`src/rtl/bus_master_port_if.sv`:
```
`default_nettype none
// ============================================================================
// bus_master_port_if : core request signals plus the bit-serial shared-bus
//                      signals of one master port
// Revision: 1.0
// ============================================================================
interface bus_master_port_if #(
  parameter int ADDR_W = 14,
  parameter int DATA_W = 8
);
  // Core side
  logic              start;
  logic              rw;
  logic [ADDR_W-1:0] addr;
  logic [DATA_W-1:0] wdata;
  logic              busy;
  logic [DATA_W-1:0] rdata;
  logic              done;
  logic              err;
  // Bus side
  logic              b_req;
  logic              b_grant;
  logic              b_util;
  logic              a_add;
  logic              b_bus_out;
  logic              b_rw;
  logic              b_done;
  logic              b_bus_in;
  logic              b_ready;
  logic              b_ack;
  logic              b_split;
  logic              b_spl_resume;

  modport master (
    input  start, rw, addr, wdata,
    input  b_grant, b_bus_in, b_ready, b_ack, b_split, b_spl_resume,
    output busy, rdata, done, err,
    output b_req, b_util, a_add, b_bus_out, b_rw, b_done
  );

  modport slave (
    output start, rw, addr, wdata,
    output b_grant, b_bus_in, b_ready, b_ack, b_split, b_spl_resume,
    input  busy, rdata, done, err,
    input  b_req, b_util, a_add, b_bus_out, b_rw, b_done
  );
endinterface
`default_nettype wire

```
`src/rtl/bus_master_port.sv`:
```
`default_nettype none
// ============================================================================
// bus_master_port : turns one parallel core read/write into the serial
//                   request/grant/address/data protocol of the shared bus
// Revision: 1.0
// ============================================================================
module bus_master_port #(
  parameter int ADDR_W      = 14,
  parameter int DATA_W      = 8,
  parameter int ACK_TIMEOUT = 16
) (
  input  wire logic         clk,
  input  wire logic         rst,
  bus_master_port_if.master bus
);

  localparam int CNT_MAX = (ADDR_W > DATA_W)
                           ? ((ADDR_W > ACK_TIMEOUT) ? ADDR_W : ACK_TIMEOUT)
                           : ((DATA_W > ACK_TIMEOUT) ? DATA_W : ACK_TIMEOUT);
  localparam int CNT_W   = $clog2(CNT_MAX + 1);

  localparam logic [CNT_W-1:0] C_ADDR_LAST = CNT_W'(ADDR_W - 1);
  localparam logic [CNT_W-1:0] C_DATA_LAST = CNT_W'(DATA_W - 1);
  localparam logic [CNT_W-1:0] C_ACK_LAST  = CNT_W'(ACK_TIMEOUT - 1);

  typedef enum logic [2:0] {
    S_IDLE       = 3'd0,
    S_REQ        = 3'd1,
    S_ADDR       = 3'd2,
    S_ACK_WAIT   = 3'd3,
    S_WR         = 3'd4,
    S_RD         = 3'd5,
    S_SPLIT_WAIT = 3'd6,
    S_FIN        = 3'd7
  } state_t;

  state_t              state_q, state_d;
  logic                rw_q, rw_d;
  logic [ADDR_W-1:0]   addr_q, addr_d;
  logic [DATA_W-1:0]   wdata_q, wdata_d;
  logic [DATA_W-1:0]   rx_q, rx_d;
  logic [DATA_W-1:0]   rdata_q, rdata_d;
  logic [CNT_W-1:0]    cnt_q, cnt_d;
  logic                resume_q, resume_d;
  logic                err_q, err_d;
  logic                abort;
  logic [DATA_W-1:0]   rx_shift;

  always_ff @(posedge clk or posedge rst) begin
    if (rst) begin
      state_q  <= S_IDLE;
      rw_q     <= 1'b0;
      addr_q   <= '0;
      wdata_q  <= '0;
      rx_q     <= '0;
      rdata_q  <= '0;
      cnt_q    <= '0;
      resume_q <= 1'b0;
      err_q    <= 1'b0;
    end else begin
      state_q  <= state_d;
      rw_q     <= rw_d;
      addr_q   <= addr_d;
      wdata_q  <= wdata_d;
      rx_q     <= rx_d;
      rdata_q  <= rdata_d;
      cnt_q    <= cnt_d;
      resume_q <= resume_d;
      err_q    <= err_d;
    end
  end

  // Read bits arrive LSB first, so each new bit enters at the top.
  assign rx_shift = {bus.b_bus_in, rx_q[DATA_W-1:1]};

  always_comb begin
    state_d  = state_q;
    rw_d     = rw_q;
    addr_d   = addr_q;
    wdata_d  = wdata_q;
    rx_d     = rx_q;
    rdata_d  = rdata_q;
    cnt_d    = cnt_q;
    resume_d = resume_q;
    err_d    = 1'b0;
    abort    = 1'b0;

    case (state_q)
      S_IDLE: begin
        if (bus.start) begin
          rw_d     = bus.rw;
          addr_d   = bus.addr;
          wdata_d  = bus.wdata;
          cnt_d    = '0;
          resume_d = 1'b0;
          state_d  = S_REQ;
        end
      end
      S_REQ: begin
        if (bus.b_grant) begin
          cnt_d    = '0;
          resume_d = 1'b0;
          state_d  = resume_q ? S_RD : S_ADDR;
        end
      end
      S_ADDR: begin
        if (!bus.b_grant) begin
          abort = 1'b1;
        end else begin
          addr_d = addr_q >> 1;
          if (cnt_q == C_ADDR_LAST) begin
            cnt_d   = '0;
            state_d = S_ACK_WAIT;
          end else begin
            cnt_d = cnt_q + 1'b1;
          end
        end
      end
      S_ACK_WAIT: begin
        if (!bus.b_grant) begin
          abort = 1'b1;
        end else if (bus.b_ack) begin
          cnt_d   = '0;
          state_d = rw_q ? S_WR : S_RD;
        end else if (cnt_q == C_ACK_LAST) begin
          abort = 1'b1;
        end else begin
          cnt_d = cnt_q + 1'b1;
        end
      end
      S_WR: begin
        if (!bus.b_grant) begin
          abort = 1'b1;
        end else if (bus.b_ready) begin
          wdata_d = wdata_q >> 1;
          if (cnt_q == C_DATA_LAST) begin
            cnt_d   = '0;
            state_d = S_FIN;
          end else begin
            cnt_d = cnt_q + 1'b1;
          end
        end
      end
      S_RD: begin
        // A split is only honoured before any data bit has been taken.
        if (!bus.b_grant) begin
          abort = 1'b1;
        end else if (bus.b_split && (cnt_q == '0)) begin
          state_d = S_SPLIT_WAIT;
        end else if (bus.b_ready) begin
          rx_d = rx_shift;
          if (cnt_q == C_DATA_LAST) begin
            rdata_d = rx_shift;
            cnt_d   = '0;
            state_d = S_FIN;
          end else begin
            cnt_d = cnt_q + 1'b1;
          end
        end
      end
      S_SPLIT_WAIT: begin
        if (bus.b_spl_resume) begin
          resume_d = 1'b1;
          state_d  = S_REQ;
        end
      end
      S_FIN: begin
        state_d = S_IDLE;
      end
      default: begin
        state_d = S_IDLE;
      end
    endcase

    // The error strobe is issued from IDLE so the bus is already released.
    if (abort) begin
      state_d  = S_IDLE;
      cnt_d    = '0;
      resume_d = 1'b0;
      err_d    = 1'b1;
    end
  end

  assign bus.busy      = (state_q != S_IDLE);
  assign bus.b_req     = (state_q == S_REQ) || (state_q == S_ADDR) || (state_q == S_ACK_WAIT) ||
                         (state_q == S_WR)  || (state_q == S_RD);
  assign bus.b_util    = (state_q == S_ADDR) || (state_q == S_ACK_WAIT) ||
                         (state_q == S_WR)   || (state_q == S_RD);
  assign bus.a_add     = (state_q == S_ADDR);
  assign bus.b_rw      = bus.b_util & rw_q;
  assign bus.b_bus_out = ((state_q == S_ADDR) & addr_q[0]) | ((state_q == S_WR) & wdata_q[0]);
  assign bus.done      = (state_q == S_FIN);
  assign bus.b_done    = (state_q == S_FIN) | err_q;
  assign bus.err       = err_q;
  assign bus.rdata     = rdata_q;

endmodule
`default_nettype wire
```
`src/flat_wrapper.sv`:
```
// flat-port wrapper written by rule: the top's interface ports become plain ports
module bus_master_port_flat 
#(
  parameter int ADDR_W      = 14,
  parameter int DATA_W      = 8,
  parameter int ACK_TIMEOUT = 16
)
  (clk, rst, bus_start, bus_rw, bus_addr, bus_wdata, bus_b_grant, bus_b_bus_in, bus_b_ready, bus_b_ack, bus_b_split, bus_b_spl_resume, bus_busy, bus_rdata, bus_done, bus_err, bus_b_req, bus_b_util, bus_a_add, bus_b_bus_out, bus_b_rw, bus_b_done);
  bus_master_port_if #(.ADDR_W(ADDR_W), .DATA_W(DATA_W)) bus_i ();
  input  wire logic clk;
  input  wire logic rst;
  input wire logic [$bits(bus_i.start)-1:0] bus_start;
  input wire logic [$bits(bus_i.rw)-1:0] bus_rw;
  input wire logic [$bits(bus_i.addr)-1:0] bus_addr;
  input wire logic [$bits(bus_i.wdata)-1:0] bus_wdata;
  input wire logic [$bits(bus_i.b_grant)-1:0] bus_b_grant;
  input wire logic [$bits(bus_i.b_bus_in)-1:0] bus_b_bus_in;
  input wire logic [$bits(bus_i.b_ready)-1:0] bus_b_ready;
  input wire logic [$bits(bus_i.b_ack)-1:0] bus_b_ack;
  input wire logic [$bits(bus_i.b_split)-1:0] bus_b_split;
  input wire logic [$bits(bus_i.b_spl_resume)-1:0] bus_b_spl_resume;
  output wire logic [$bits(bus_i.busy)-1:0] bus_busy;
  output wire logic [$bits(bus_i.rdata)-1:0] bus_rdata;
  output wire logic [$bits(bus_i.done)-1:0] bus_done;
  output wire logic [$bits(bus_i.err)-1:0] bus_err;
  output wire logic [$bits(bus_i.b_req)-1:0] bus_b_req;
  output wire logic [$bits(bus_i.b_util)-1:0] bus_b_util;
  output wire logic [$bits(bus_i.a_add)-1:0] bus_a_add;
  output wire logic [$bits(bus_i.b_bus_out)-1:0] bus_b_bus_out;
  output wire logic [$bits(bus_i.b_rw)-1:0] bus_b_rw;
  output wire logic [$bits(bus_i.b_done)-1:0] bus_b_done;
  assign bus_i.start = bus_start;
  assign bus_i.rw = bus_rw;
  assign bus_i.addr = bus_addr;
  assign bus_i.wdata = bus_wdata;
  assign bus_i.b_grant = bus_b_grant;
  assign bus_i.b_bus_in = bus_b_bus_in;
  assign bus_i.b_ready = bus_b_ready;
  assign bus_i.b_ack = bus_b_ack;
  assign bus_i.b_split = bus_b_split;
  assign bus_i.b_spl_resume = bus_b_spl_resume;
  assign bus_busy = bus_i.busy;
  assign bus_rdata = bus_i.rdata;
  assign bus_done = bus_i.done;
  assign bus_err = bus_i.err;
  assign bus_b_req = bus_i.b_req;
  assign bus_b_util = bus_i.b_util;
  assign bus_a_add = bus_i.a_add;
  assign bus_b_bus_out = bus_i.b_bus_out;
  assign bus_b_rw = bus_i.b_rw;
  assign bus_b_done = bus_i.b_done;
  bus_master_port #(.ADDR_W(ADDR_W), .DATA_W(DATA_W), .ACK_TIMEOUT(ACK_TIMEOUT)) u_core (.clk(clk), .rst(rst), .bus(bus_i));
endmodule
```
`config.mk`:
```
export PLATFORM = sky130hd
export DESIGN_NAME = bus_master_port_flat
export DESIGN_NICKNAME = d
export VERILOG_FILES = /design/src/rtl/bus_master_port_if.sv /design/src/rtl/bus_master_port.sv /design/src/flat_wrapper.sv
export SDC_FILE = /design/constraint.sdc
export NUM_CORES = 1
export LEC_CHECK = 0
export ABC_CLOCK_PERIOD_IN_PS = 2200
export CELL_PAD_IN_SITES_DETAIL_PLACEMENT = 2
export CELL_PAD_IN_SITES_GLOBAL_PLACEMENT = 2
export CORE_MARGIN = 2
export CORE_UTILIZATION = 33
export DETAILED_ROUTE_END_ITERATION = 10
export HOLD_SLACK_MARGIN = 0.12
export PLACE_DENSITY = 0.84
export SYNTH_ARGS = -nofsm -noshare
export SYNTH_HDL_FRONTEND = slang
export SYNTH_SLANG_ARGS = --single-unit
```
`constraint.sdc`:
```
create_clock -name clk -period 2.2 [get_ports clk]
set_input_delay 0.44 -clock clk [delete_from_list [all_inputs] [get_ports clk]]
set_output_delay 0.44 -clock clk [all_outputs]
set_load 0.02 [all_outputs]
```
== After elaboration in Yosys (flattened, before gate mapping) ==
Index checks and enable logic that the tools add are counted.
Cells by class
  add/sub/neg operators: 1
  multipliers: 0
  div/mod/pow operators: 0
  order comparisons: 0
  eq/ne operators: 25
  shift operators: 0
  multiplexer cells: 48
  bitwise gates (word level): 6
  reduce and logical (&&, ||, !) cells: 24
Operators by type and width (number)
  $mux 5: 13
  $mux 3: 14
  $pmux 5 s6: 1
  $mux 14: 2
  $pmux 14 s2: 1
  $ne 3x2->1 const B: 9
  $mux 8: 3
  $pmux 3 s8: 1
  $reduce_and 9->1: 2
  $pmux 8 s2: 1
  $eq 3x3->1 const B: 4
  $reduce_and 4->1: 3
  $eq 5x4->1 const B: 2
  $mux 1: 10
  $ne 2x2->1 const B: 4
  $logic_or 1x1->1: 7
  $reduce_bool 7->1: 1
  $eq 3x2->1 const B: 2
  $add 5x1->5 const B: 1
  $eq 5x3->1 const B: 1
  $logic_not 5->1: 1
  $reduce_and 5->1: 1
  $ne 4x3->1 const B: 1
  $reduce_bool 2->1: 2
  14 further kinds: 17
Word-level totals
  flip-flop bits (word level): 49
  bits in latches: 0
  RAM bits: 0
  ROM bits: 0
  memories kept: 0

== Longest topological paths before layout ==
Gate-level depths: netlist of the first run.
  word-level depth: 7
  depth in mapped cells: 9
  depth with buffers taken out: 8

== Worst setup path after synthesis of the first run ==
Ideal clock, no wire load.
  path type: register to output
  start: register u_core.state_q[1]
  end: output bus_b_done
  data arrival time: 1711 ps
  required time: 1760 ps
  slack: 49 ps
  cell stages (with the launch flop): 6
  buffers on the path: 2
  path through: dfrtp_1 buf_2 clkbuf_1 inv_1 nor3_1 or2_2
On the way
  longest elaborated chain between the ends: 2
RTL lines
  start, declared: line bus_master_port.sv:37  | state_t state_q, state_d;
  start signal, assigned: line bus_master_port.sv:61  | state_q <= state_d;
  $eq 3x3->1
  named net bus_done: line flat_wrapper.sv:24  | output wire logic [$bits(bus_i.done)-1:0] bus_done;
  $or 1x1->1: line bus_master_port.sv:193  | assign bus.b_done = (state_q == S_FIN) | err_q;
  end, declared: line flat_wrapper.sv:31  | output wire logic [$bits(bus_i.b_done)-1:0] bus_b_done;
The timed path passes the listed nets, and every way through them passes these cells.

== Worst setup path after layout of the first run ==
  start: register u_core.state_q[2]
  end: output bus_a_add
On the way
  longest elaborated chain between the ends: 1
RTL lines
  $eq 3x2->1: line bus_master_port.sv:189  | assign bus.a_add = (state_q == S_ADDR);
  end, declared: line flat_wrapper.sv:28  | output wire logic [$bits(bus_i.a_add)-1:0] bus_a_add;
No other way between the ends.

==> results of run 1 <==
[area by class of cell]
| class | count | area, µm² | area share |
|---|---|---|---|
| clock buffers | 5 | 68.8 | 0.0196 |
| well taps | 99 | 124 | 0.0353 |
| inverters | 17 | 63.8 | 0.0182 |
| multi-input cells | 159 | 1270 | 0.362 |
| clock inverters | 3 | 42.5 | 0.0121 |
| repair buffers | 82 | 742 | 0.211 |
| flip-flops and latches | 48 | 1200 | 0.342 |
[worst min-delay path by stage]
| stage | endpoint | cells after the start | slack [ps] | startpoint |
|---|---|---|---|---|
| 2_1_floorplan | u_core.addr_q[10] | 2 | 450 | u_core.addr_q[10] |
| 3_3_place_gp | u_core.addr_q[3] | 2 | 460 | u_core.addr_q[3] |
| 3_5_place_dp | u_core.addr_q[2] | 2 | 470 | u_core.addr_q[2] |
| 4_1_cts | u_core.bus.rdata[0] | 2 | 490 | rst |
| 5_1_grt | u_core.bus.rdata[0] | 2 | 520 | rst |
| 6_report | u_core.bus.rdata[0] | 2 | 470 | rst |
[cells in the final DEF, fill, tap and decap left out, types with 3 or more instances in the layout]
cell type / synthesis / routed
nor2_1: 9 / 9
o21ai_0: 17 / 16
o22ai_1: 4 / 3
buf_4: 4 / 33
clkbuf_8: 0 / 5
nand2_1: 19 / 19
mux2i_1: 22 / 22
dfrtp_1: 48 / 48
clkdlybuf4s50_1: 0 / 39
a21oi_1: 13 / 12
ha_1: 6 / 5
nand3_1: 5 / 4
mux2_2: 17 / 17
inv_1: 17 / 16
dlygate4sd2_1: 0 / 5
[worst max-delay path, stage by stage, from the launching register on]
cell and delay [ps]:
dfrtp_1 440, buf_4 180, nor3b_2 290, buf_4 200, clkdlybuf4s15_1 300
[report_power, final]
part           total (mW)  switching, mW  leakage [nW]  internal, mW
clock               0.659          0.322        0.0541         0.337
combinational        2.14           1.23         0.899         0.908
sequential           1.32          0.170         0.619          1.15
[flip-flops by register name, summed over array words and instances (netlist names), 3 cells and up]
register / count
u_core.addr_q: 14
u_core.bus.rdata: 8
u_core.wdata_q: 8
u_core.state_q: 3
u_core.cnt_q: 5
u_core.rx_q: 7
[per-layer routing]
metal,vias up,wire [µm]
li1,994,-
met1,1088,3270
met2,36,4150
met3,10,168
met4,0,141
met5,-,0
[through the flow]
stage	hold slack, ps	worst slack [ps]	instances
2_1_floorplan	450	49.3	235
3_3_place_gp	463	-152	402
3_5_place_dp	475	-228	402
4_1_cts	494	8.94	412
5_1_grt	524	-8.43	413
6_report	472	41.9	413
[repair_timing]
item | in CTS | in global routing
endpoints found under the setup margin | 30 | 17
endpoints found under the hold margin | 0 | 0
setup buffers | 2 | 1
gates resized for setup | 15 | 12
pin swaps | 4 | 3
[cells by family (layout without fill, tap and decap cells)]
family,count (synthesis),after routing
buffers and inverters,28,107
muxes,39,39
AOI/OAI and AO/OA,52,52
and+or+nand+nor,62,62
DFF,48,48
adders and majority gates,6,6
==> reports/qor.yml, run 1 <==
grt_overflow: 0
synth.most_common_cell: "dfrtp_1"
placeableCoreArea_um2: 7330
grt_pass1_vias: 2424
critPathLaunch: "u_core.state_q[2]"
cts.reportedPaths.clkPinSlew_ps: 100
drive_gt1_frac: 0.264
diodes: 0
slew_violations: 0
slew_headroom: 0.666
drt-pass1-iter-count: 4
cts_root_buffer: "clkbuf_8"
start_kind: "flip-flop"
power_density_nw_per_um2: 1170
end_kind: "primary output"
yosysSeqAreaShare: 0.478
track_usage: 0.196
worst_pin_slew_ps: 501
wire_per_inst_um: 18.7
synth_simple_gate_area_frac: 0.144
avgSynthCellArea_um2: 10.7
grt_util_met1: 0.242
fin_crit_ps: 2160
netlist_area_um2: 2510
power.total_mw: 4.12
numCtsBuffers: 5
place_area_um2: 3310
synth_nets: 273
fin_skew_ps: 6.50
synth_top_area_share: 0.478
crit_type: "flip-flop to primary output"
final_nets: 351
tns_ps: 0
io_pins: 49
port_buffers: 48
post_synth_fa_ha_maj_area_fraction: 0.0299
yosys_register_bits: 48
yosys-top-cells-count: "48 x dfrtp_1, 22 x mux2i_1, 19 x nand2_1"
die_area_um2: 8340
cts_buffer_depth: 2
netlist_instances: 235
gp_congestion: 0.791
r2r_cells: 7
required_ps: 1760
synth_compound_area_frac: 0.134
initial_core_util: 0.343
ir_drop_mv: 0.311
insertion_delay_ps: 310
grt_max_degree: 28
met2_usage: 0.352
antenna_found_initial: 0
synth_edf_count: 0
crit_fanout: 4
worst_r2r_startpoint: "u_core.cnt_q[0]"
cts_max_level: 2
grt_first_pass_wirelength_um: 12800
vias: 2128
fin_crit_sh: 0.981
outcome: "finished clean"
die_w_um: 91.3
worstPathArrival_ps: 1720
hold_buffers: 0
ff2ff_setup_slack_ps: 50
synthMuxAreaShare: 0.164
grt.busiest_layer: "met2"
met3_usage: 0.0274
cts_sinks: 48
cts_tree: "built"
hp-class: "input pin to asynchronous set/reset pin"
synth.area.top_cells: "dfrtp_1 48%, mux2i_1 8.8%, mux2_2 7.6%, o21ai_0 3.4%, ha_1 3.0%"
synth_top_family_by_area: "multiplexers"
ys.flop_type: "dfrtp_1"
area_growth_pct: 39.7
rr_endpoint: "u_core.state_q[2]"
synth_xor_area_frac: 0
chipHeight_um: 91.3
final_util: 0.479
finalSetupViolCount: 0
drcViolationCount: 0
max_freq_mhz: 463
yosysTopAreaCell: "dfrtp_1"
place_hpwl_um: 5730
synth_cell_types: 45
route.antenna.remaining_nets: 0
drtIter0Drc: 32
design_area_um2: 3510
crit_path_end: "bus_a_add"
rows: 31
drt_wl_total_um: 7730
drt-vias-per-instance: 5.15
hold_viol: 0
p_leak_nw: 1.57
nFillCells: 761
synthArstFlopShare: 1.00
maxCapViolations: 0
yosys_warnings: 0
Note: power is estimated with default switching activity, not from simulation.
==> run 2, diff against run 1 <==
--- a/config.mk
+++ b/config.mk
@@ -8,11 +8,12 @@
 export ABC_CLOCK_PERIOD_IN_PS = 2200
 export CELL_PAD_IN_SITES_DETAIL_PLACEMENT = 2
 export CELL_PAD_IN_SITES_GLOBAL_PLACEMENT = 2
-export CORE_MARGIN = 2
+export CORE_ASPECT_RATIO = 0.7
 export CORE_UTILIZATION = 33
 export DETAILED_ROUTE_END_ITERATION = 10
 export HOLD_SLACK_MARGIN = 0.12
 export PLACE_DENSITY = 0.84
+export RECOVER_POWER = 100
 export SYNTH_ARGS = -nofsm -noshare
 export SYNTH_HDL_FRONTEND = slang
 export SYNTH_SLANG_ARGS = --single-unit
==> run 2 against run 1 <==
Net effect: cell area grew 0.18%; final cell count is the same; combinational power grew 5%; global-route usage grew 0.37 points; critical path depth grew 4; sequential power is essentially flat; via count grew 1.8%; highest routed layer unchanged.
==> reports/qor.yml, run 2 (synthesis results as in run 1) <==
outcome: "finished clean"
power_density_nw_per_um2: 1180  # +0.82%
max_stage_delay_ps: 590  # +150 ps
layout_common_cells: "48 x dfrtp_1, 39 x clkdlybuf4s50_1, 32 x buf_4"
final_nets: 352  # +0.28%
cts_tree: "built"
top_register: "u_core.addr_q"
seq_area_um2: 1200  # unchanged
grt_pass1_vias: 2271  # -6.3%
cts_sinks: 48  # unchanged
numCtsBuffers: 5  # unchanged
chipHeight_um: 75.0  # -18%
drive_gt1_frac: 0.254  # -0.0104
rows: 26  # -16%
grt_overflow: 0  # unchanged
placeableCoreArea_um2: 7350  # +0.29%
die_area_um2: 7980  # -4.3%
vias: 2166  # +1.8%
cp.buffers_inverters: 2  # -1
final_common_cell: "dfrtp_1"
crit_slowest_cell: "or4_4"
end_kind: "flip-flop"
grt_first_pass_wirelength_um: 12100  # -5.9%
place_area_um2: 3310  # unchanged
grt_setup_unrepaired: "true"
wire_per_inst_um: 19.9  # +6.3%
required_ps: 2390  # +630 ps
io_pins: 49  # unchanged
r2r_cells: 8  # +1
worst_r2r_startpoint: "u_core.cnt_q[0]"
drcViolationCount: 0  # unchanged
drt-pass1-iter-count: 4  # unchanged
ir_drop_mv: 0.503  # +62%
fin_skew_ps: 11.0  # +4.47 ps
diodes: 0  # unchanged
maxCapViolations: 0  # unchanged
route.antenna.remaining_nets: 0  # unchanged
drt-vias-per-instance: 5.24  # +1.8%
fin_crit_ps: 2170  # +16.5 ps
antenna_found_initial: 0  # unchanged
track_usage: 0.200  # +0.00370
grt_max_degree: 49  # +75%
worstPathCellList: "buf_4 > inv_1 > ha_2 > nand2_1 > nor4_2 > or4_4 > nor2_8 > mux2_4"
hold_buffers: 0  # unchanged
fin_crit_sh: 0.988  # +0.00748
critPathTopFamily: "simple AND/OR/NAND/NOR gates"
worstPathArrival_ps: 2360  # +640 ps
cts_root_buffer: "clkbuf_8"
slew_violations: 0  # unchanged
gp_congestion: 0.859  # +8.6%
tns_ps: 0  # unchanged
cts.reportedPaths.clkPinSlew_ps: 100  # about the same
rr_endpoint: "u_core.bus.rdata[7]"
critical_path_cell_count: 8  # +4
area_growth_pct: 39.9
port_buffers: 48  # unchanged
cts_max_level: 2  # unchanged
crit_fanout: 8  # +4
finalSetupViolCount: 0  # unchanged
slew_headroom: 0.164  # -0.502
power.total_mw: 4.16  # +1.0%
p_leak_nw: 1.54  # -2.1%
drtIter0Drc: 104  # +230%
worst_pin_slew_ps: 1250  # +754 ps
multiInputGateArea_um2: 1280  # +1.1%
insertion_delay_ps: 300  # about the same
hp-class: "flip-flop to flip-flop"
start_kind: "flip-flop"
cts_buffer_depth: 2  # unchanged
initial_core_util: 0.342  # -0.000993
crit_type: "flip-flop to flip-flop"
drt_wl_total_um: 8210  # +6.3%
largest_register_ffs: 14  # unchanged
place_hpwl_um: 5620  # -1.8%
critPathLaunch: "u_core.cnt_q[0]"
crit_path_end: "u_core.bus.rdata[7]"
hold_viol: 0  # unchanged
ff2ff_setup_slack_ps: 30  # -20 ps
die_w_um: 106  # +16%
nFillCells: 780  # +2.5%
max_freq_mhz: 460  # -0.76%
design_area_um2: 3520  # +0.18%
==> run 2: changes by cell type in the layout (fill, tap and decap cells not counted), moves of 2 or more <==
cell	before	now
ha_1	5	2
ha_2	0	3
dlymetal6s2s_1	2	0
mux2_2	17	9
mux2_4	0	8
==> run 2: cell type report <==
cell class / instances / share of cell area
well taps: 98 / 0.0349
clock buffers: 6 / 0.0235
flip-flops and latches: 48 / 0.341
clock inverters: 2 / 0.00427
repair buffers: 83 / 0.213
multi-input cells: 159 / 0.365
inverters: 17 / 0.0181
==> run 2: worst min path at each step <==
stage                   endpoint         startpoint  slack [ps]  cells after the start
6_report        u_core.addr_q[7]   u_core.addr_q[7]         490                      2
5_1_grt         u_core.addr_q[3]   u_core.addr_q[3]         540                      2
4_1_cts         u_core.addr_q[7]   u_core.addr_q[7]         500                      2
3_5_place_dp    u_core.addr_q[7]   u_core.addr_q[7]         470                      2
3_3_place_gp    u_core.addr_q[1]   u_core.addr_q[1]         460                      2
2_1_floorplan  u_core.addr_q[10]  u_core.addr_q[10]         450                      2
==> run 2: through the flow <==
step / instances / hold WS [ps] / util / setup slack [ps]
2_1_floorplan: 235 / 450 / - / 49.3
3_3_place_gp: 400 / 463 / 0.450 / -137
3_5_place_dp: 400 / 474 / 0.450 / -179
4_1_cts: 408 / 497 / 0.464 / 17.3
5_1_grt: 413 / 536 / 0.479 / -60.6
6_report: 413 / 494 / 0.479 / 25.4
==> run 2: routing by layer <==
layer	track usage	share of wire	routed length, µm
met3	0.0390	0.038	310
met1	0.264	0.46	3760
met4	0.0340	0.018	144
met2	0.350	0.49	4000
met5	0	0	0
==> run 2: timing repair <==
item                                   in CTS  in global routing
buffers inserted                            0                  5
endpoints found under the hold margin       0                  0
resized for setup                          11                 21
setup endpoints to repair                  16                 26
pin swaps                                   0                  8
==> run 2: worst min-delay path, stage by stage (launching register included) <==
cell     delay [ps]
dfrtp_1         360
nand2_1          50
o21ai_0          60
==> run 2: power by group <==
| group | leakage [nW] | switching [mW] | internal (mW) | total (mW) |
|---|---|---|---|---|
| combinational | 0.877 | 1.27 | 0.963 | 2.24 |
| sequential | 0.619 | 0.185 | 1.15 | 1.34 |
| clock | 0.0434 | 0.334 | 0.256 | 0.590 |
==> run 3, diff against run 2 <==
--- a/config.mk
+++ b/config.mk
@@ -10,6 +10,7 @@
 export CELL_PAD_IN_SITES_GLOBAL_PLACEMENT = 2
 export CORE_ASPECT_RATIO = 0.7
 export CORE_UTILIZATION = 33
+export CTS_CLUSTER_DIAMETER = 40
 export DETAILED_ROUTE_END_ITERATION = 10
 export HOLD_SLACK_MARGIN = 0.12
 export PLACE_DENSITY = 0.84
==> results of run 3 <==
No change in the layout: final DEF, timing and power equal those of run 2.
